==> config.mk <==
export PLATFORM = sky130hd
export DESIGN_NAME = pe_psum_collector
export DESIGN_NICKNAME = d
export VERILOG_FILES = /design/src/rtl/pe_psum_collector_pkg.sv /design/src/rtl/pe_res_fifo.sv /design/src/rtl/pe_psum_collector.sv
export SDC_FILE = /design/constraint.sdc
export NUM_CORES = 1
export LEC_CHECK = 0
export ABC_AREA = 1
export BUFFER_PORTS_ARGS = -buffer_cell sky130_fd_sc_hd__buf_2
export CORE_MARGIN = 2
export CORE_UTILIZATION = 30
export DETAILED_ROUTE_END_ITERATION = 10
export HOLD_SLACK_MARGIN = 0.05
export PLACE_DENSITY = 0.51
export SLEW_MARGIN = 20
export SYNTH_ARGS = -nofsm -noshare
export SYNTH_HDL_FRONTEND = slang
export SYNTH_SLANG_ARGS = --single-unit
export TNS_END_PERCENT = 30
==> constraint.sdc <==
create_clock -name clk -period 3.2 [get_ports clk]
set_input_delay 0.32 -clock clk [delete_from_list [all_inputs] [get_ports clk]]
set_output_delay 0.32 -clock clk [all_outputs]
set_load 0.005 [all_outputs]
==> src/rtl/pe_psum_collector_pkg.sv <==
// rtl/pe_psum_collector_pkg.sv - shared FP16 field definitions, FSM states and flag helper
package pe_psum_collector_pkg;

    localparam int FP16_W             = 16;
    localparam logic [4:0] FP16_EXP_MAX = 5'h1F;
    localparam int FP16_EXP_MSB       = 14;
    localparam int FP16_EXP_LSB       = 10;
    localparam int FP16_MAN_MSB       = 9;
    localparam int FP16_MAN_LSB       = 0;

    // Must match the pipeline depth of pe_fp16 from issue to psum_out at the column bottom.
    localparam int PE_LATENCY_DEFAULT = 3;

    typedef enum logic [1:0] {
        S_IDLE  = 2'd0,
        S_RUN   = 2'd1,
        S_DRAIN = 2'd2,
        S_DONE  = 2'd3
    } state_e;

    // Returns {is_nan, is_inf}; -0.0 and all finite values give 2'b00.
    function automatic logic [1:0] fp16_flags(input logic [FP16_W-1:0] v);
        logic [FP16_EXP_MSB-FP16_EXP_LSB:0] e;
        logic [FP16_MAN_MSB-FP16_MAN_LSB:0] m;
        e = v[FP16_EXP_MSB:FP16_EXP_LSB];
        m = v[FP16_MAN_MSB:FP16_MAN_LSB];
        return {(e == FP16_EXP_MAX) && (|m), (e == FP16_EXP_MAX) && (~|m)};
    endfunction

endpackage

==> src/rtl/pe_res_fifo.sv <==
// rtl/pe_res_fifo.sv - synchronous first-word-fall-through result FIFO
module pe_res_fifo #(
    parameter int WIDTH = 16,
    parameter int DEPTH = 8,
    localparam int AW   = $clog2(DEPTH),
    localparam int CW   = AW + 1
) (
    input  logic             clk,
    input  logic             rst,
    input  logic             push,
    input  logic [WIDTH-1:0] push_data,
    input  logic             pop,
    output logic [WIDTH-1:0] head_data,
    output logic [CW-1:0]    count,
    output logic             full,
    output logic             empty
);

    logic [WIDTH-1:0] mem_q [DEPTH];
    logic [AW-1:0]    wr_ptr_q;
    logic [AW-1:0]    rd_ptr_q;
    logic [CW-1:0]    count_q;
    logic             do_push;
    logic             do_pop;

    assign empty     = (count_q == '0);
    assign full      = (count_q == CW'(DEPTH));
    assign count     = count_q;
    assign head_data = mem_q[rd_ptr_q];

    // A push into a full FIFO is accepted when the head leaves in the same cycle.
    assign do_pop  = pop && !empty;
    assign do_push = push && (!full || do_pop);

    always_ff @(posedge clk) begin
        if (rst) begin
            wr_ptr_q <= '0;
            rd_ptr_q <= '0;
            count_q  <= '0;
        end else begin
            if (do_push) wr_ptr_q <= wr_ptr_q + AW'(1);
            if (do_pop)  rd_ptr_q <= rd_ptr_q + AW'(1);
            case ({do_push, do_pop})
                2'b10:   count_q <= count_q + CW'(1);
                2'b01:   count_q <= count_q - CW'(1);
                default: count_q <= count_q;
            endcase
        end
    end

    always_ff @(posedge clk) begin
        if (do_push) mem_q[wr_ptr_q] <= push_data;
    end

endmodule

==> src/rtl/pe_psum_collector.sv <==
// rtl/pe_psum_collector.sv - captures column psum via an issue-tracking delay line and returns FIFO credit
module pe_psum_collector
    import pe_psum_collector_pkg::*;
#(
    parameter int PE_LATENCY = PE_LATENCY_DEFAULT,
    parameter int FIFO_DEPTH = 8,
    parameter int CNT_W      = 16
) (
    input  logic              clk,
    input  logic              rst,
    input  logic              start,
    input  logic [CNT_W-1:0]  num_results,
    input  logic              issue_valid,
    output logic              issue_ready,
    input  logic [FP16_W-1:0] pe_psum,
    output logic              res_valid,
    input  logic              res_ready,
    output logic [FP16_W-1:0] res_data,
    output logic              res_last,
    output logic [1:0]        res_flags,
    output logic              busy,
    output logic              done
);

    localparam int FC_W  = $clog2(FIFO_DEPTH) + 1;
    localparam int OCC_W = $clog2(FIFO_DEPTH + PE_LATENCY + 1) + 1;

    state_e                state_q, state_d;
    logic [CNT_W-1:0]      num_q, num_d;
    logic [CNT_W-1:0]      issued_q, issued_d;
    logic [CNT_W-1:0]      popped_q, popped_d;
    logic [PE_LATENCY-1:0] delay_q, delay_d;

    logic              fire;
    logic              push;
    logic              pop;
    logic              credit_ok;
    logic [OCC_W-1:0]  inflight;
    logic [FC_W-1:0]   fifo_count;
    logic              fifo_full;
    logic              fifo_empty;
    logic [FP16_W-1:0] fifo_head;

    assign fire = issue_valid && issue_ready;
    assign push = delay_q[PE_LATENCY-1];
    assign pop  = res_valid && res_ready;

    always_comb begin
        inflight = '0;
        for (int i = 0; i < PE_LATENCY; i++) begin
            inflight = inflight + OCC_W'(delay_q[i]);
        end
    end

    // Credit uses only registered occupancy, so a same-cycle pop frees space one cycle later.
    assign credit_ok   = (OCC_W'(fifo_count) + inflight) < OCC_W'(FIFO_DEPTH);
    assign issue_ready = (state_q == S_RUN) && (issued_q < num_q) && credit_ok;

    always_comb begin
        delay_d    = delay_q << 1;
        delay_d[0] = fire;
    end

    pe_res_fifo #(
        .WIDTH (FP16_W),
        .DEPTH (FIFO_DEPTH)
    ) u_fifo (
        .clk       (clk),
        .rst       (rst),
        .push      (push),
        .push_data (pe_psum),
        .pop       (pop),
        .head_data (fifo_head),
        .count     (fifo_count),
        .full      (fifo_full),
        .empty     (fifo_empty)
    );

    assign res_valid = !fifo_empty;
    assign res_data  = fifo_empty ? '0 : fifo_head;
    assign res_flags = fifo_empty ? 2'b00 : fp16_flags(fifo_head);
    assign res_last  = res_valid && (popped_q == num_q - CNT_W'(1));
    assign busy      = (state_q != S_IDLE);
    assign done      = (state_q == S_DONE);

    always_comb begin
        state_d  = state_q;
        num_d    = num_q;
        issued_d = issued_q;
        popped_d = popped_q;
        if (fire) issued_d = issued_q + CNT_W'(1);
        if (pop && (popped_q < num_q)) popped_d = popped_q + CNT_W'(1);
        case (state_q)
            S_IDLE: begin
                if (start) begin
                    num_d    = num_results;
                    issued_d = '0;
                    popped_d = '0;
                    state_d  = (num_results == '0) ? S_DONE : S_RUN;
                end
            end
            S_RUN:   if (issued_q == num_q) state_d = S_DRAIN;
            S_DRAIN: if (popped_d == num_q) state_d = S_DONE;
            S_DONE:  state_d = S_IDLE;
            default: state_d = S_IDLE;
        endcase
    end

    always_ff @(posedge clk) begin
        if (rst) begin
            state_q  <= S_IDLE;
            num_q    <= '0;
            issued_q <= '0;
            popped_q <= '0;
            delay_q  <= '0;
        end else begin
            state_q  <= state_d;
            num_q    <= num_d;
            issued_q <= issued_d;
            popped_q <= popped_d;
            delay_q  <= delay_d;
        end
    end

    // The credit scheme must never let a tracked psum meet a full FIFO without a matching pop.
    always_ff @(posedge clk) begin
        if (!rst && push && !pop) assert (!fifo_full);
    end

endmodule

==> results of run 1 <==
[routing by layer]
metal  global-route usage  vias up  wire [um]
met2                0.252      164      11700
met4               0.0397        0        310
met5                    0        -          0
li1                     -     3761          -
met1                0.201     3484      11900
met3               0.0255       21       1100
[layout by cell type (no fill, tap or decap), drive strengths merged]
cell type,count
xnor2,8
nand3b,1
nand4,32
o21ai,105
ha,45
o31ai,2
a21o,1
clkbuf,19
a21oi,58
a2111oi,1
o2111ai,1
edfxtp,128
nor3,14
nor4,6
dfxtp,66
nand2,129
buf,96
o21bai,6
a211oi,2
o21a,1
inv,102
nor3b,1
clkinv,7
clkinvlp,1
and3,1
o221ai,10
nand3,51
o22ai,20
a31oi,3
fa,2
nor2,170
xor2,39
or2,1
o211ai,1
[kinds of logic after synthesis]
| family | count (synthesis) |
|---|---|
| AND/OR/NAND/NOR | 406 |
| AO/OA/AOI/OAI | 211 |
| flip-flops | 194 |
| buffers and inverters | 133 |
| XOR/XNOR | 47 |
| adder cells (fa/ha/maj) | 47 |
[path summary, 6_finish.rpt]
check,startpoint,depth (start not counted),to,slack (ns)
setup / recovery,num_q[0],14,res_last,0.24
hold / removal,rst,2,u_fifo.wr_ptr_q[0],0.13
setup reg to reg,num_q[7],19,state_q[1],0.33
hold reg to reg,delay_q[1],2,delay_q[2],0.44
[cell type report]
type                            instances  area share
Clock inverter                         13      0.0121
Tap cell                              442      0.0487
Inverter                               97      0.0324
Sequential cell                       194       0.456
Multi-Input combinational cell        711       0.362
Clock buffer                           19      0.0382
Timing Repair Buffer                   96      0.0505
[power groups by stage]
stage	clock network, W	registers, W	logic [W]
floorplan	0	0.00296	0.00196
global placement	0	0.00303	0.00280
detailed placement	0	0.00303	0.00282
CTS	0.00216	0.00297	0.00283
global route	0.00225	0.00300	0.00323
finish	0.00212	0.00298	0.00286
[registers in the layout (all words and copies together), names as in the netlist, 3 cells and up, named ones only]
register	cells
delay_q	3
issued_q	16
num_q	16
popped_q	16
u_fifo.count	4
u_fifo.mem_q	128
u_fifo.rd_ptr_q	3
u_fifo.wr_ptr_q	3
[metrics by stage]
step                worst slack, ns  hold WS, ns
finish                        0.236        0.129
global route                 0.0108        0.145
CTS                          0.0210        0.121
detailed placement            0.368        0.444
global placement              0.375        0.437
floorplan                     0.924        0.389
==> metrics.md, run 1 <==
| Metric | Value |
|---|---|
| Count of endpoints failing setup in the final report | 0 |
| Final cell utilization of the core | 0.351 |
| Buffers & Inverters on Critical Path | 3 |
| Worst setup SP type | flop |
| Placed standard-cell area | approximately 11000 um2 |
| Highest attainable clock frequency | approximately 340 MHz |
| Floorplan die area | between 30000 and 40000 um2 |
| Main synth FF type | edfxtp_1 |
| Cell type contributing the most total cell area after synthesis | edfxtp_1 |
| Critical path cell sequence | inv_2 -> ha_2 -> nand3_2 -> nor3_4 -> nand2_1 -> inv_1 -> nand3_1 -> nor2_2 -> xor2_1 -> xor2_1 -> a21oi_1 -> nand3_1 -> nor2_1 -> buf_2 |
| TritonCTS sink count | around 190 |
| Library cells used by synthesis | 50 |
| Number of vias per cell after detailed routing | approximately 4.7 |
| Worst min path class | input port to flop |
| Synthesis Warnings | 0 |
| Switching power total | ~0.0031 W |
| Most instantiated library cell after synthesis | nor2_1 |
| Type of destination of the critical path | primary output |
| Final-report hold violation count | 0 |
| Tightest slew margin relative to the limit | 0.599 |
| Final routed DRC violation total | 0 |
| Relative area change from synthesis to final layout | 16.3% |
| Total routing resource utilization after global routing | 0.150 |
| Hpwl dp | around 18 mm |
| Cell Rows | 66 |
| Arrival time at the worst endpoint | 2.64 ns |
| GPL Wtd Cong | roughly 0.84 |
| TritonCTS clock tree | built |
| Cell Int Power | 0.00485 W |
| Largest net degree at the start of global routing | 34 |
| Outcome | finished clean |
| Number of antenna diodes | 0 |
| Syn_area_per_cell | about 9.4 um2 |
| Drt first pass iters | 5 |
| VDD IR max | ~0.43 mV |
| Logic gate share of total power | 0.359 |
| Share of synthesized cell area in and, or, nand and nor gates | 0.192 |
| Clock-pin slew of the registers on the worst-case setup and hold paths | around 0.08 ns |
| Area fraction of the dominant cell type after synthesis | 0.394 |
| Final net count | approximately 1200 |
| Antenna-violating nets left | 0 |
| Via count of the routed design | 7430 |
| Top post-synthesis cells by area | edfxtp_1, dfxtp_1, nor2_1 |
| Startpoint-to-endpoint class of the critical path | flop to primary output |
| Crit-path max FO | 4 |
| Buffer levels on the longest clock path | 2 |
| Number of standard cells in the final layout excluding fillers | between 1500 and 2000 |
| Crit-path max cell delay | ~0.36 ns |
| Fraction of synthesized area in multiplexers | 0 |
| Slowest CP cell | dfxtp_1 |
| Vias in the first global route | 7167 |
| Pin slew with the least headroom to its limit | around 0.60 ns |
| Detailed-route wire length | between 20 and 25 mm |
| Compound-gate portion of the synthesized area | 0.119 |
| Number of flip-flops and latches in the synthesized netlist | 194 |
| Quantity of I/O buffers inserted on ports | between 50 and 60 |
| Die outline width | between 150 and 200 um |
| Total leakage power | 4.33 nW |
| Hold buffer count at CTS | 0 |
| Flop pwr share | 0.375 |
| Net Count, Synth | ~1100 |
| Flip-flop and latch area | 5170 um2 |
| Count of flip-flops with a built-in enable after synthesis | 128 |
| Portion of total power attributed to the clock network | 0.266 |
| Arithmetic-cell share of the synthesized area counting full adders, half adders and majority gates | 0.0618 |
| Dominant combinational cell family by area after synthesis | simple AND/OR/NAND/NOR gates |
| Post-synthesis cell count | between 1000 and 1500 |
| Drt wl/cell | roughly 16 um |
| Total congestion overflow | 0 |
| Clock period minus worst slack | 2.96 ns |
| Post-Route Setup TNS | 0 ns |
| Synth Area in XOR/XNOR | 0.0422 |
| Portion of the clock cycle consumed by the worst path in the final layout | 0.926 |
| Number of primary I/O pins | 60 |
| Multi-input gate area in the final layout | between 4000 and 5000 um2 |
| Total of max-cap violations | 0 |
| Number of H-tree branching levels | 4 |
| Wire length of the first global-routing pass | just under 40 mm |
| Cts repair resizes | 0 |
| Fraction of final layout cells sized beyond drive strength 1 | 0.158 |
| Worst clock skew on the final layout | between 0.01 and 0.015 ns |
| Unrepaired setup endpoints after global routing | false |
| Initial antenna violation count | 0 |
| Final total power | around 0.0079 W |
| Total standard cell area after synthesis | approximately 10000 um2 |
| Most common library cells after synthesis | nor2_1, edfxtp_1, nand2_1 |
| Worst-Skew Late Latency | 0.44 ns |
| Family with the most delay on the worst path | simple AND/OR/NAND/NOR gates |
| FILL cells | approximately 3300 |
| Final Instance Area | 11300 um2 |
| Share of flip-flops with an asynchronous set or reset | 0 |
| Max-slew violations | 0 |
| DR iter-0 viols | 373 |
| CTS buffer count | 17 |
| Initial standard-cell utilization of the core | 0.302 |
| Count of buffers added by post-CTS timing repair for setup | 0 |
| Total power per unit cell area | around 700 nW/um2 |
| Share of total power consumed by net switching | 0.389 |
| DP Cell Count | 1540 |
| Std-Cell Core Area | around 32000 um2 |
| Die Ht | 184 um |
| Buffer cell driving the clock tree root | clkbuf_16 |
| Seq/Total Area, Yosys | 0.529 |
| Required time of the worst setup path | between 2 and 3 ns |
(Power assumes the default switching activity.)
==> run 2: changes to the inputs <==
--- a/config.mk
+++ b/config.mk
@@ -8,10 +8,10 @@
 export ABC_AREA = 1
 export BUFFER_PORTS_ARGS = -buffer_cell sky130_fd_sc_hd__buf_2
 export CORE_MARGIN = 2
-export CORE_UTILIZATION = 30
+export CORE_UTILIZATION = 25
 export DETAILED_ROUTE_END_ITERATION = 10
 export HOLD_SLACK_MARGIN = 0.05
-export PLACE_DENSITY = 0.51
+export PLACE_DENSITY = 0.46
 export SLEW_MARGIN = 20
 export SYNTH_ARGS = -nofsm -noshare
 export SYNTH_HDL_FRONTEND = slang
==> constraint.sdc (replaced) <==
create_clock -name clk -period 3.4 [get_ports clk]
set_input_delay 0.34 -clock clk [delete_from_list [all_inputs] [get_ports clk]]
set_output_delay 0.34 -clock clk [all_outputs]
set_load 0.005 [all_outputs]
==> metrics.md, run 2 (synthesis results as in run 1) <==
| Metric | Value |
|---|---|
| Logic gate share of total power | 0.363 |
| Family with the most delay on the worst path | simple AND/OR/NAND/NOR gates |
| Max-slew violations | 0 |
| Unrepaired setup endpoints after global routing | false |
| Die outline width | 202 um |
| Worst clock skew on the final layout | between 0.01 and 0.015 ns |
| TritonCTS clock tree | built |
| Total routing resource utilization after global routing | 0.129 |
| Critical path cell sequence | inv_1 -> nand3_4 -> clkinvlp_4 -> nor3_1 -> o21ai_0 -> a2111oi_1 -> nand4_1 -> nor2_1 -> nand3_1 -> nor2_2 -> buf_2 |
| Antenna-violating nets left | 0 |
| Share of total power consumed by net switching | 0.388 |
| Arrival time at the worst endpoint | between 2 and 3 ns |
| Wire length of the first global-routing pass | around 40 mm |
| Worst setup SP type | flop |
| Quantity of I/O buffers inserted on ports | between 50 and 60 |
| Slack of the worst reg-to-reg path | around 0.40 ns |
| Fraction of final layout cells sized beyond drive strength 1 | 0.153 |
| Required time of the worst setup path | 3.06 ns |
| Drt wl/cell | about 16 um |
| Final total power | about 0.0075 W |
| Std-Cell Core Area | 38600 um2 |
| Startpoint-to-endpoint class of the critical path | flop to primary output |
| Cell Int Power | ~0.0046 W |
| DR iter-0 viols | 350 |
| Buffer levels on the longest clock path | 2 |
| Buffers & Inverters on Critical Path | 3 |
| Flop pwr share | 0.374 |
| Vias in the first global route | slightly above 7000 |
| Final net count | ~1200 |
| Portion of the clock cycle consumed by the worst path in the final layout | 0.928 |
| Largest register FFs | 128 |
| Crit-path max cell delay | approximately 0.5 ns |
| Reg-to-reg endpoint | state_q[1] |
| Dpl ws | approximately 0.42 ns |
| Number of vias per cell after detailed routing | 4.54 |
| Die Ht | slightly above 200 um |
| Worst min path class | input port to flop |
| Initial antenna violation count | 0 |
| Clock-pin slew of the registers on the worst-case setup and hold paths | around 0.07 ns |
| Slowest CP cell | a2111oi_1 |
| Number of antenna diodes | 0 |
| Outcome | finished clean |
| CTS buffer count | 17 |
| VDD IR max | between 0.2 and 0.3 mV |
| Initial standard-cell utilization of the core | 0.253 |
| Detailed-route wire length | 25.7 mm |
| Hold buffer count at CTS | 0 |
| Portion of total power attributed to the clock network | 0.263 |
| Instance count on the critical path | 11 |
| GPL Wtd Cong | 0.810 |
| Worst Hold Path EP | delay_q[2] |
| Relative area change from synthesis to final layout | 16.8% |
| Total power per unit cell area | 656 nW/um2 |
| Crit-path max FO | 6 |
| Number of instances on the worst hold path | 2 |
| Tightest slew margin relative to the limit | 0.577 |
| Cell Rows | 72 |
| Largest net degree at the start of global routing | between 60 and 70 |
| DP Cell Count | ~1600 |
| Floorplan die area | 40600 um2 |
| Total congestion overflow | 0 |
| Total leakage power | ~4.3 nW |
| Total of max-cap violations | 0 |
| Setup slack of the critical path after layout | around 0.24 ns |
| Type of destination of the critical path | primary output |
| Number of primary I/O pins | 60 |
| Pin slew with the least headroom to its limit | between 0.6 and 0.7 ns |
| Highest attainable clock frequency | 317 MHz |
| Hpwl dp | 18.2 mm |
| Clock period minus worst slack | 3.16 ns |
| Via count of the routed design | around 7400 |
| Drt first pass iters | 5 |
| Register name with the most flops | u_fifo.mem_q |
| Count of endpoints failing setup in the final report | 0 |
| Final routed DRC violation total | 0 |
| Most common cell after layout, fill and taps aside | nor2_1 |
| Post-Route Setup TNS | 0 ns |
| Most frequent cells in the layout | nor2_1, edfxtp_1, nand2_1 |
| Cells on worst reg2reg path | 20 |
| Switching power total | ~0.0029 W |
| Final-report hold violation count | 0 |
| Hold path startpoint | rst |
| TritonCTS sink count | between 150 and 200 |
| Number of H-tree branching levels | 4 |
| Launching point of the worst reg2reg path | num_q[7] |
| Number of standard cells in the final layout excluding fillers | about 1600 |
| Buffer cell driving the clock tree root | clkbuf_16 |
| Worst-Skew Late Latency | ~0.46 ns |
-- run 2: changes by cell type in the layout (fill, tap and decap cells not counted), sizes merged --
cell | before | now
inv | 102 | 98
clkbuf | 19 | 18
clkinvlp | 1 | 6
buf | 96 | 90
-- run 2: worst register-to-register path, stage by stage, from the launching register on --
cell and delay, ns:
dfxtp_1 0.44, inv_1 0.15, ha_1 0.33, a21o_1 0.18, nor2_1 0.09, nand2_1 0.07
nand2_1 0.20, buf_4 0.29, nand3_4 0.18, nand2_1 0.14, nand2_1 0.06, nand2_1 0.05
nand2_1 0.05, nor2_1 0.08, nand2_1 0.08, nor2_2 0.16, nand2_1 0.09, nand2_2 0.08
nand3_1 0.06, nand2_1 0.07, nor2_1 0.04
-- run 2: cell type report --
cell class | count | area, um2
clock buffer | 18 | 429
timing repair buffer | 90 | 541
fill | 4124 | 27200
inverter | 97 | 382
clock inverter | 14 | 145
multi-input combinational | 711 | 4080
tap | 518 | 648
sequential | 194 | 5170
-- run 2: worst max-delay path by stage --
| stage | startpoint | slack (ns) | to |
|---|---|---|---|
| 6_report | u_fifo.count[3] | 0.24 | res_last |
| 4_1_cts | u_fifo.count[3] | 0.03 | res_last |
| 3_5_place_dp | u_fifo.count[3] | 0.42 | res_last |
| 5_1_grt | num_q[1] | 0.005 | res_last |
| 2_1_floorplan | num_q[7] | 1.12 | state_q[1] |
| 3_3_place_gp | u_fifo.count[3] | 0.37 | res_last |
-- run 2: stage by stage --
stage | instance area [um2] | utilization | hold slack (ns)
3_5_place_dp | 10800 | 0.280 | 0.433
4_1_cts | 11400 | 0.294 | 0.132
6_report | 11400 | 0.296 | 0.145
5_1_grt | 11400 | 0.296 | 0.139
2_1_floorplan | 9760 | - | 0.409
3_3_place_gp | 10800 | 0.280 | 0.434
-- run 2: what timing repair did --
| action | 4_1_cts | 5_1_grt |
|---|---|---|
| buffers inserted | 0 | 2 |
| pin swaps | 0 | 3 |
| endpoints found under the setup margin | 1 | 3 |
| gates resized for setup | 1 | 10 |
-- run 2: layer usage --
metal  wire (um)  vias to the layer above  global-route usage
li1            -                     3762                   -
met1       12200                     3510               0.168
met2       12200                      147               0.215
met3         902                       30              0.0269
met4         410                        0              0.0355
met5           0                        -                   0
-- run 2: power groups by stage --
stage                     logic [W]  clock network [W]  registers [W]
after floorplan             0.00184                  0        0.00278
after global placement      0.00267                  0        0.00284
after detailed placement    0.00269                  0        0.00284
after CTS                   0.00270            0.00203        0.00278
after global routing        0.00308            0.00211        0.00281
final                       0.00271            0.00197        0.00279
==> run 3: changes to the inputs <==
--- a/config.mk
+++ b/config.mk
@@ -6,7 +6,9 @@
 export NUM_CORES = 1
 export LEC_CHECK = 0
 export ABC_AREA = 1
+export ABC_CLOCK_PERIOD_IN_PS = 3400
 export BUFFER_PORTS_ARGS = -buffer_cell sky130_fd_sc_hd__buf_2
+export CORE_ASPECT_RATIO = 0.7
 export CORE_MARGIN = 2
 export CORE_UTILIZATION = 25
 export DETAILED_ROUTE_END_ITERATION = 10
@@ -16,4 +18,4 @@
 export SYNTH_ARGS = -nofsm -noshare
 export SYNTH_HDL_FRONTEND = slang
 export SYNTH_SLANG_ARGS = --single-unit
-export TNS_END_PERCENT = 30
+export TNS_END_PERCENT = 10
==> metrics.md, run 3 (synthesis results as in run 1) <==
| Metric | Value |
|---|---|
| Initial antenna violation count | 4 |
| Final cell utilization of the core | 0.298 |
| Post-Route Setup TNS | 0 ns |
| GPL Wtd Cong | 0.814 |
| Highest attainable clock frequency | ~320 MHz |
| Via count of the routed design | about 7600 |
| Total congestion overflow | 0 |
| Largest net degree at the start of global routing | 38 |
| Drt wl/cell | approximately 17 um |
| Cell Rows | 60 |
| Hpwl dp | ~20 mm |
| Clock-pin slew of the registers on the worst-case setup and hold paths | around 0.08 ns |
| DR iter-0 viols | about 520 |
| Outcome | finished clean |
| Dpl ws | approximately 0.28 ns |
| Most common cell after layout, fill and taps aside | nor2_1 |
| Die Ht | approximately 170 um |
| Total leakage power | between 4 and 5 nW |
| Worst setup SP type | flop |
| Final routed DRC violation total | 0 |
| Startpoint-to-endpoint class of the critical path | flop to primary output |
| Quantity of I/O buffers inserted on ports | between 50 and 60 |
| Die outline width | approximately 240 um |
| Buffer cell driving the clock tree root | clkbuf_16 |
| Type of destination of the critical path | primary output |
| Hold buffer count at CTS | 0 |
| Wire length of the first global-routing pass | roughly 42 mm |
| Detailed-route wire length | roughly 27 mm |
| CTS buffer count | 17 |
| Max-slew violations | 0 |
| Largest register FFs | approximately 130 |
| Std-Cell Core Area | between 30000 and 40000 um2 |
| TritonCTS sink count | 194 |
| Routed wl met3 | 1.14 mm |
| Worst clock skew on the final layout | around 0.014 ns |
| Total of max-cap violations | 0 |
| Most frequent cells in the layout | nor2_1, edfxtp_1, nand2_1 |
| Worst-Skew Late Latency | about 0.44 ns |
| Buffer levels on the longest clock path | 2 |
| Slowest CP cell | dfxtp_1 |
| DP Cell Count | 1623 |
| Relative area change from synthesis to final layout | 17.4% |
| Vias in the first global route | just over 7000 |
| Worst min path class | input port to flop |
| Antenna-violating nets left | 0 |
| Arrival time at the worst endpoint | 2.78 ns |
| FILL cells | approximately 4100 |
| Final-report hold violation count | 0 |
| VDD IR max | between 0.2 and 0.3 mV |
| Buffers & Inverters on Critical Path | 3 |
| Total power per unit cell area | around 660 nW/um2 |
| Pin slew with the least headroom to its limit | 0.842 ns |
| Number of vias per cell after detailed routing | 4.57 |
| Floorplan die area | between 40000 and 50000 um2 |
| Family with the most delay on the worst path | simple AND/OR/NAND/NOR gates |
| Final net count | between 1000 and 1500 |
| Crit-path max FO | 6 |
| Number of H-tree branching levels | 4 |
| Fraction of final layout cells sized beyond drive strength 1 | 0.152 |
| Crit-path max cell delay | 0.32 ns |
| Critical path cell sequence | inv_1 -> ha_1 -> nand3_1 -> nor3_1 -> nand2_1 -> inv_1 -> nand3_1 -> nor4_1 -> or2_2 -> o2111ai_1 -> nor2_1 -> buf_2 |
| Tightest slew margin relative to the limit | 0.438 |
| Drt first pass iters | 6 |
| Register name with the most flops | u_fifo.mem_q |
| Required time of the worst setup path | 3.06 ns |
| Initial standard-cell utilization of the core | 0.254 |
| Final total power | 0.00758 W |
| Portion of the clock cycle consumed by the worst path in the final layout | 0.917 |
| Number of primary I/O pins | 60 |
| Routed length on met1 | between 10 and 15 mm |
| Unrepaired setup endpoints after global routing | false |
| Count of endpoints failing setup in the final report | 0 |
| TritonCTS clock tree | built |
| Met2 wire length | roughly 11 mm |
| Highest signal layer in the routed design | met4 |
| Number of standard cells in the final layout excluding fillers | approximately 1700 |
| Total routing resource utilization after global routing | 0.138 |
| Setup slack of the critical path after layout | between 0.2 and 0.3 ns |
| Clock period minus worst slack | roughly 3.1 ns |
-- run 3: final cells by class --
| type | instances | area, um2 | share of cell area |
|---|---|---|---|
| Multi-Input combinational cell | 711 | 4080 | 0.356 |
| Sequential cell | 194 | 5170 | 0.451 |
| Inverter | 97 | 372 | 0.0324 |
| Tap cell | 527 | 659 | 0.0575 |
| Timing Repair Buffer | 97 | 597 | 0.0521 |
| Antenna cell | 1 | 2.50 | 0.000218 |
| Clock buffer | 17 | 425 | 0.0371 |
| Clock inverter | 15 | 159 | 0.0139 |
-- run 3: power by group --
part	total [W]	leakage (nW)	switching, W	internal (W)
Clock	0.00201	0.286	0.00102	0.000987
Combinational	0.00279	2.38	0.00183	0.000964
Sequential	0.00278	1.69	0.000148	0.00263
Total	0.00758	4.35	0.00300	0.00458
-- run 3: per-layer routing --
metal,global-route usage,up-vias
met5,0,-
met4,0.0327,0
met2,0.194,144
met1,0.217,3646
li1,-,3766
met3,0.0236,23
-- run 3: path summary, 6_finish.rpt --
kind          startpoint             endpoint  slack [ns]  cells past startpoint
max             num_q[1]             res_last        0.28                     12
min reg2reg   delay_q[1]           delay_q[2]        0.44                      2
max reg2reg     num_q[7]           state_q[1]        0.29                     18
min          pe_psum[10]  u_fifo.mem_q[3][10]        0.17                      1
-- run 3: stage by stage --
stage          cell area (um2)  hold WS (ns)
5_1_grt                  11500         0.156
3_3_place_gp             10800         0.430
4_1_cts                  11400         0.139
6_report                 11500         0.166
3_5_place_dp             10800         0.437
2_1_floorplan             9760         0.409
-- run 3: timing repair --
item | CTS | global route
setup buffers | 0 | 3
endpoints found under the hold margin | 0 | 0
resized for setup | 0 | 4
endpoints found under the setup margin | 0 | 4
-- run 3: worst reg2reg max path, cell delays in order, from the launching register on --
cell and delay, ns:
dfxtp_1 0.48, inv_1 0.22, ha_1 0.35, a21o_1 0.19, nor2_1 0.09, nand2_1 0.11
nand2_2 0.24, buf_4 0.23, nand4_1 0.18, nand3_1 0.14, nand2_1 0.05, nor2_1 0.12
nand2_1 0.09, nor2_2 0.11, nand2_1 0.12, nand2_2 0.11, nand3_1 0.07, nand2_1 0.07
nor2_1 0.04
